File: src/rtl/adc_ramp_checker_pkg.sv
// Shared types and helpers for the ADC readback ramp checker: sample modes,
// FSM states and the mode-to-width mapping.
package adc_ramp_checker_pkg;

  localparam int SAMPLE_W = 16;

  typedef enum logic [1:0] {
    MODE_8B  = 2'd0,
    MODE_12B = 2'd1,
    MODE_16B = 2'd2
  } mode_e;

  typedef enum logic [1:0] {
    ST_IDLE = 2'd0,
    ST_RUN  = 2'd1,
    ST_DONE = 2'd2
  } state_e;

  // The reserved encoding falls back to byte-wide samples.
  function automatic mode_e decode_mode(input logic [1:0] raw);
    case (raw)
      2'd1:    return MODE_12B;
      2'd2:    return MODE_16B;
      default: return MODE_8B;
    endcase
  endfunction

  function automatic int unsigned mode_width(input mode_e m);
    case (m)
      MODE_12B: return 12;
      MODE_16B: return 16;
      default:  return 8;
    endcase
  endfunction

  function automatic logic [SAMPLE_W-1:0] mode_mask(input mode_e m);
    return SAMPLE_W'((32'd1 << mode_width(m)) - 32'd1);
  endfunction

endpackage

File: src/rtl/adc_ramp_checker_if.sv
// Readback byte stream as drained from the sample FIFO by the USB read side.
interface adc_ramp_checker_if;
  logic       I_byte_valid;
  logic [7:0] I_byte;

  modport master (output I_byte_valid, output I_byte);
  modport slave  (input  I_byte_valid, input  I_byte);
endinterface

File: src/rtl/adc_ramp_unpacker.sv
// Byte-to-sample unpacker: tracks the byte phase within a packing group and
// presents each completed sample combinationally with its global index.
module adc_ramp_unpacker
  import adc_ramp_checker_pkg::*;
#(
  parameter int pCOUNT_WIDTH = 32
) (
  input  logic                    clk,
  input  logic                    rst,
  input  logic                    clear,
  input  logic                    enable,
  input  mode_e                   mode,
  adc_ramp_checker_if.slave       bytes,
  output logic [SAMPLE_W-1:0]     sample_p0,
  output logic                    vld_p0,
  output logic [pCOUNT_WIDTH-1:0] index
);

  logic [1:0] phase;
  logic [7:0] b0;
  logic [3:0] b1_lo;
  logic       take;

  assign take = enable && bytes.I_byte_valid;

  always_comb begin
    sample_p0 = '0;
    vld_p0    = 1'b0;
    if (take) begin
      case (mode)
        MODE_12B: begin
          if (phase == 2'd1) begin
            sample_p0 = {4'h0, b0, bytes.I_byte[7:4]};
            vld_p0    = 1'b1;
          end else if (phase == 2'd2) begin
            sample_p0 = {4'h0, b1_lo, bytes.I_byte};
            vld_p0    = 1'b1;
          end
        end
        MODE_16B: begin
          if (phase == 2'd1) begin
            sample_p0 = {b0, bytes.I_byte};
            vld_p0    = 1'b1;
          end
        end
        default: begin
          sample_p0 = {8'h00, bytes.I_byte};
          vld_p0    = 1'b1;
        end
      endcase
    end
  end

  always_ff @(posedge clk) begin
    if (rst || clear) begin
      phase <= 2'd0;
      index <= '0;
    end else if (take) begin
      case (mode)
        MODE_12B: phase <= (phase == 2'd2) ? 2'd0 : phase + 2'd1;
        MODE_16B: phase <= (phase == 2'd1) ? 2'd0 : 2'd1;
        default:  phase <= 2'd0;
      endcase
      if (vld_p0) index <= index + 1'b1;
    end
  end

  // Partial-group bytes held until the completing byte arrives.
  always_ff @(posedge clk) begin
    if (take) begin
      if (phase == 2'd0) b0 <= bytes.I_byte;
      if (phase == 2'd1) b1_lo <= bytes.I_byte[3:0];
    end
  end

endmodule

File: src/flat_wrapper.sv
// flat-port wrapper written by rule: the top's interface ports become plain ports
module adc_ramp_unpacker_flat import adc_ramp_checker_pkg::*;
#(
  parameter int pCOUNT_WIDTH = 32
)
  (clk, rst, clear, enable, mode, sample_p0, vld_p0, index, bytes_I_byte_valid, bytes_I_byte);
  adc_ramp_checker_if bytes_i ();
  input  logic clk;
  input  logic rst;
  input  logic clear;
  input  logic enable;
  input  mode_e mode;
  output logic [SAMPLE_W-1:0] sample_p0;
  output logic vld_p0;
  output logic [pCOUNT_WIDTH-1:0] index;
  input wire logic [$bits(bytes_i.I_byte_valid)-1:0] bytes_I_byte_valid;
  input wire logic [$bits(bytes_i.I_byte)-1:0] bytes_I_byte;
  assign bytes_i.I_byte_valid = bytes_I_byte_valid;
  assign bytes_i.I_byte = bytes_I_byte;
  adc_ramp_unpacker #(.pCOUNT_WIDTH(pCOUNT_WIDTH)) u_core (.clk(clk), .rst(rst), .clear(clear), .enable(enable), .mode(mode), .bytes(bytes_i), .sample_p0(sample_p0), .vld_p0(vld_p0), .index(index));
endmodule
File: config.mk
export PLATFORM = sky130hd
export DESIGN_NAME = adc_ramp_unpacker_flat
export DESIGN_NICKNAME = d
export VERILOG_FILES = /design/src/rtl/adc_ramp_checker_pkg.sv /design/src/rtl/adc_ramp_checker_if.sv /design/src/rtl/adc_ramp_unpacker.sv /design/src/flat_wrapper.sv
export SDC_FILE = /design/constraint.sdc
export NUM_CORES = 1
export LEC_CHECK = 0
export CORE_MARGIN = 3
export CORE_UTILIZATION = 40
export CTS_BUF_LIST = sky130_fd_sc_hd__clkbuf_2 sky130_fd_sc_hd__clkbuf_4 sky130_fd_sc_hd__clkbuf_8
export CTS_CLUSTER_DIAMETER = 200
export CTS_CLUSTER_SIZE = 28
export DETAILED_ROUTE_END_ITERATION = 12
export GPL_ROUTABILITY_DRIVEN = 1
export HOLD_SLACK_MARGIN = 0.08
export PLACE_DENSITY = 0.64
export SKIP_LAST_GASP = 1
export SLEW_MARGIN = 0
export SYNTH_ARGS = -nofsm -noshare
export SYNTH_HDL_FRONTEND = slang
export SYNTH_SLANG_ARGS = --single-unit
export TNS_END_PERCENT = 10
File: constraint.sdc
create_clock -name clk -period 7 [get_ports clk]
set_input_delay 1.4 -clock clk [delete_from_list [all_inputs] [get_ports clk]]
set_output_delay 1.4 -clock clk [all_outputs]
set_load 0.02 [all_outputs]
Yosys cells after proc, flatten, opt, wreduce, memory -nomap -nowiden
Index checks and enable logic that the tools add are counted.

operators by class
  add/subtract/negate cells = 2
  equal/unequal tests = 4
  mux-type cells = 13
  reduce and logical (&&, ||, !) cells = 6

operators by type and width
  cell                     number
  $mux W16                 3
  $add A32 B1 Y32 const B  1
  $pmux W16 S2             1
  $mux W12                 1
  $reduce_and A2 Y1        3
  $mux W1                  5
  $eq A2 B1 Y1 const B     2
  $eq A2 B2 Y1 const B     2
  $pmux W2 S2              1
  $add A2 B1 Y2 const B    1
  $logic_not A2 Y1         1
  $mux W2                  1
  $pmux W1 S2              1
  $logic_and A1 B1 Y1      1
  $logic_or A1 B1 Y1       1

word-level totals
  flip-flop bits (word level) = 46
  bits of input ports = 15
  output and inout bits = 49
  logic and storage cells = 29

Logic depth before layout (Yosys ltp)
  depth in word-level cells = 6
  mapped depth = 8
  mapped depth without buffers = 6

Least setup slack after synthesis
OpenSTA, ideal clock, no wires.

  path kind = input to output
  start = in mode[0]
  end = out sample_p0[7]
  arrival time = 2,610 ps
  required time = 5,600 ps
  path slack = 2,990 ps
  stages on the path = 7
  buffers on the path = 1
  path through = inv_1 > ha_1 > nor2b_1 > clkbuf_1 > a22o_1 > a22oi_1 > nor2_1

between the ends
  longest elaborated chain between the ends = 3
  elaborated cells between the ends (all ways) = 4
  classes of those cells = 2 x eq/ne; 2 x mux

ends and longest elaborated chain
  item                                          RTL line                 text
  start: declaration                            flat_wrapper.sv:12       input mode_e mode;
  $eq A2 B2 Y1 or $eq A2 B1 Y1 (tied branches)  adc_ramp_unpacker.sv:30  case (mode)
  $pmux W16 S2 (*)                              adc_ramp_unpacker.sv:30
  $mux W16 (*)                                  adc_ramp_unpacker.sv:29  if (take) begin
  end: declaration                              flat_wrapper.sv:13       output logic [SAMPLE_W-1:0] sample_p0;

Mark *: on every way between the ends. The rest lies on a longest branch, timed or not.

Worst setup path after layout
Same ends and word-level chain as after synthesis.

==> metrics.cfg <==
[run_status]
status = complete, no violations

[die]
initial_core_util_pct = 41.8
die_y_um = 85.1
num_rows = 28
coreArea_sq_um = 5990
fp.dieW_um = 85.1
die-area_sq_um = 7240
io-pin-count = 64

[clock_tree]
clock-sinks = 46
clock-root-buffer = clkbuf_8
postCtsSetupBuffers = 0
cts_buffer_depth = 2
clk_latency_ns = 0.30
htreeDepth = 2
cts_resized = 0
holdBufCountCts = 0
cts_inserted_buffers = 5
clk_pin_slew_ns = 0.08
cts_tree = built

[route]
drtIter0Drc = 154
detail-route-antenna-nets = 0
routed_via_density = 5.91
drc_errors = 0
firstDrtPassIters = 4
finalWirelength_um = 6380
wl_per_cell_um = 15.7
routed-via-count = 2405

[power_and_ir_drop]
powerDensity_nw_per_um2 = 153
combPwrFrac_pct = 8.4
netSwitchingFraction_pct = 23.9
p_sw_uw = 118
p_seq_share_pct = 56.0
internal_power_uw = 375
ir_drop_v = 0.0000819
p_leak_nw = 1.02
power.share.clock_pct = 35.5

[synthesis]
synth_top_cell_area_share_pct = 27.2
avgSynthCellArea_sq_um = 8.84
synth-edff-count = 12
netlist_area_sq_um = 2500
synth_seq_cells = 46
yosys-top-cells-area = dfxtp_1, edfxtp_1, or4_1
synth_fp_nets = 305
yosysTopAreaCell = dfxtp_1
syn_inst = 283
synth-main-ff-cell = dfxtp_1
synthSimpleGateAreaFrac_pct = 27.5
synth_top_family_by_area = simple AND/OR/NAND/NOR gates
yosysWarnings = 0
netlist-cell-type-count = 38
ys_seq_area_share_pct = 41.6
synthAdderAreaFrac_pct = 3.50
synth_xor_area_share_pct = 2.80
synth-compound-area-share_pct = 18.6
synth.area.mux_share_pct = 1.20
synthArstFlopShare_pct = 0

[global_route]
grt_pass1_vias = 2189
antenna_found_initial = 0
grt.total_usage_pct = 17.7
grt.overflow.total = 0
grt_start_max_net_pins = 30
grt_pass1_wl_um = 10600

[place]
numPortBuffers = 63
hpwl_um = 4410
dp_cells = 399
place.gp.congestion = 0.786

[critical_path]
critPathLaunchType = primary input
crit_end = sample_p0[7]
critPathBufInv = 3
arrival_ns = 3.87
reg2reg_to = u_core.index[25]
path_cells = clkdlybuf4s50_1 -> inv_1 -> ha_1 -> nor2b_1 -> a22o_1 -> a22oi_1 -> nor2_1 -> clkdlybuf4s50_1
cp_common_cell = clkdlybuf4s50_1
timing.rr.start = u_core.phase[0]
critPathMaxStageDelay_ns = 0.62
crit_slowest_cell = clkdlybuf4s50_1
cp.depth = 8
crit_fanout = 8
r2r_slack_ns = 4.45
crit_path_start = mode[0]
crit_type = in -> out
end_kind = primary output
cp.required_ns = 5.60
r2r.worst_path.cells = 5
cpLargestDelayFamily = buffers and inverters

[layout]
finalNonFillerCells = 407
syn2layout_area_growth_pct = 28.8
layout_common_cells = clkdlybuf4s50_1, dfxtp_1, nand2_1, nor2_1, or4_1
final_nets = 353
multiInputGateArea_sq_um = 1340
antenna_cells_inserted = 0
n_fill_cell = 568
layout-drive-gt1-share_pct = 3.61
finish.utilization_pct = 53.8
seqCellArea_sq_um = 1040
final_common_cell = clkdlybuf4s50_1

[run]
cap_violations = 0

[timing]
setup_violations = 0
worst_pin_slew_ns = 0.814
fin_skew_ns = 0.00202
fin_crit_sh_pct = 75.3
slew_violations = 0
rsz0062_at_grt = no
finalSetupTns_ns = 0
fin_crit_ns = 5.27
hold_viol_final = 0
clock.fmax_ghz = 0.190
slew_headroom_pct = 45.6
hold_ws_ns = 0.472

[min_path]
hp-class = reg -> reg

[synth_stat cells, types with 7 or more instances]
cell,n
inv_1,7
nand3_1,10
nor2_1,24
edfxtp_1,12
clkbuf_1,16
or4_1,21
a21oi_1,15
a22oi_1,9
o31ai_1,12
nand4_1,10
nand2_1,26
dfxtp_1,34
a22o_1,11
ha_1,7
[per-layer routing]
metal | global-route usage (%) | part of all wire, %
met1 | 24.7 | 48
met2 | 27.4 | 45
met3 | 3.79 | 5.6
met4 | 5.61 | 1.3
met5 | 0 | 0
[through the flow]
stage	power (mW)	worst slack, ns	cell area [sq um]
final	0.493	1.73	3220
after global routing	0.510	1.61	3220
after CTS	0.497	1.77	3220
after detailed placement	0.324	1.78	3130
after global placement	0.324	1.79	3130
after floorplan	0.304	2.99	2500
[area by class of cell]
cell class | instances | area share, %
multi-input combinational | 208 | 41.6
timing repair buffer | 63 | 19.6
clock buffer | 8 | 2.83
sequential | 46 | 32.3
inverter | 7 | 0.815
tap | 75 | 2.91
[worst reg2reg max path: cells and delay by family, from the launching register on]
| family | cells | cell delay (ns) |
|---|---|---|
| compound gates | 2 | 0.40 |
| fa+ha+maj | 1 | 0.42 |
| flops | 1 | 0.41 |
| simple gates | 2 | 1.26 |
[how the worst min path moves through the flow]
stage,from,end,slack [ns],depth (start not counted)
final,u_core.index[31],u_core.index[31],0.47,2
after global routing,u_core.phase[1],u_core.phase[1],0.52,2
after CTS,u_core.index[31],u_core.index[31],0.48,2
after detailed placement,u_core.index[31],u_core.index[31],0.46,2
after global placement,u_core.index[31],u_core.index[31],0.46,2
after floorplan,u_core.phase[1],u_core.phase[1],0.45,2
[power by group through the flow]
stage | clock network [mW] | logic (mW) | registers (mW)
3_5_place_dp | 0 | 0.0415 | 0.283
6_report | 0.175 | 0.0415 | 0.276
5_1_grt | 0.188 | 0.0449 | 0.277
3_3_place_gp | 0 | 0.0410 | 0.283
4_1_cts | 0.179 | 0.0417 | 0.276
2_1_floorplan | 0 | 0.0216 | 0.282
[logic make-up (layout without fill, tap and decap cells)]
logic type      after synthesis  in the layout
simple gates                125            125
compound gates               65             65
flops                        46             46
buf+inv                      29             78
xor+xnor                      8              8
fa+ha+maj                     7              7
mux                           3              3
[sequential cells by signal (all words and copies together), names as in the netlist]
| signal | count |
|---|---|
| u_core.b0 | 8 |
| u_core.b1_lo | 4 |
| u_core.index | 32 |
| u_core.phase | 2 |
Note: power is estimated with default switching activity, not from simulation.
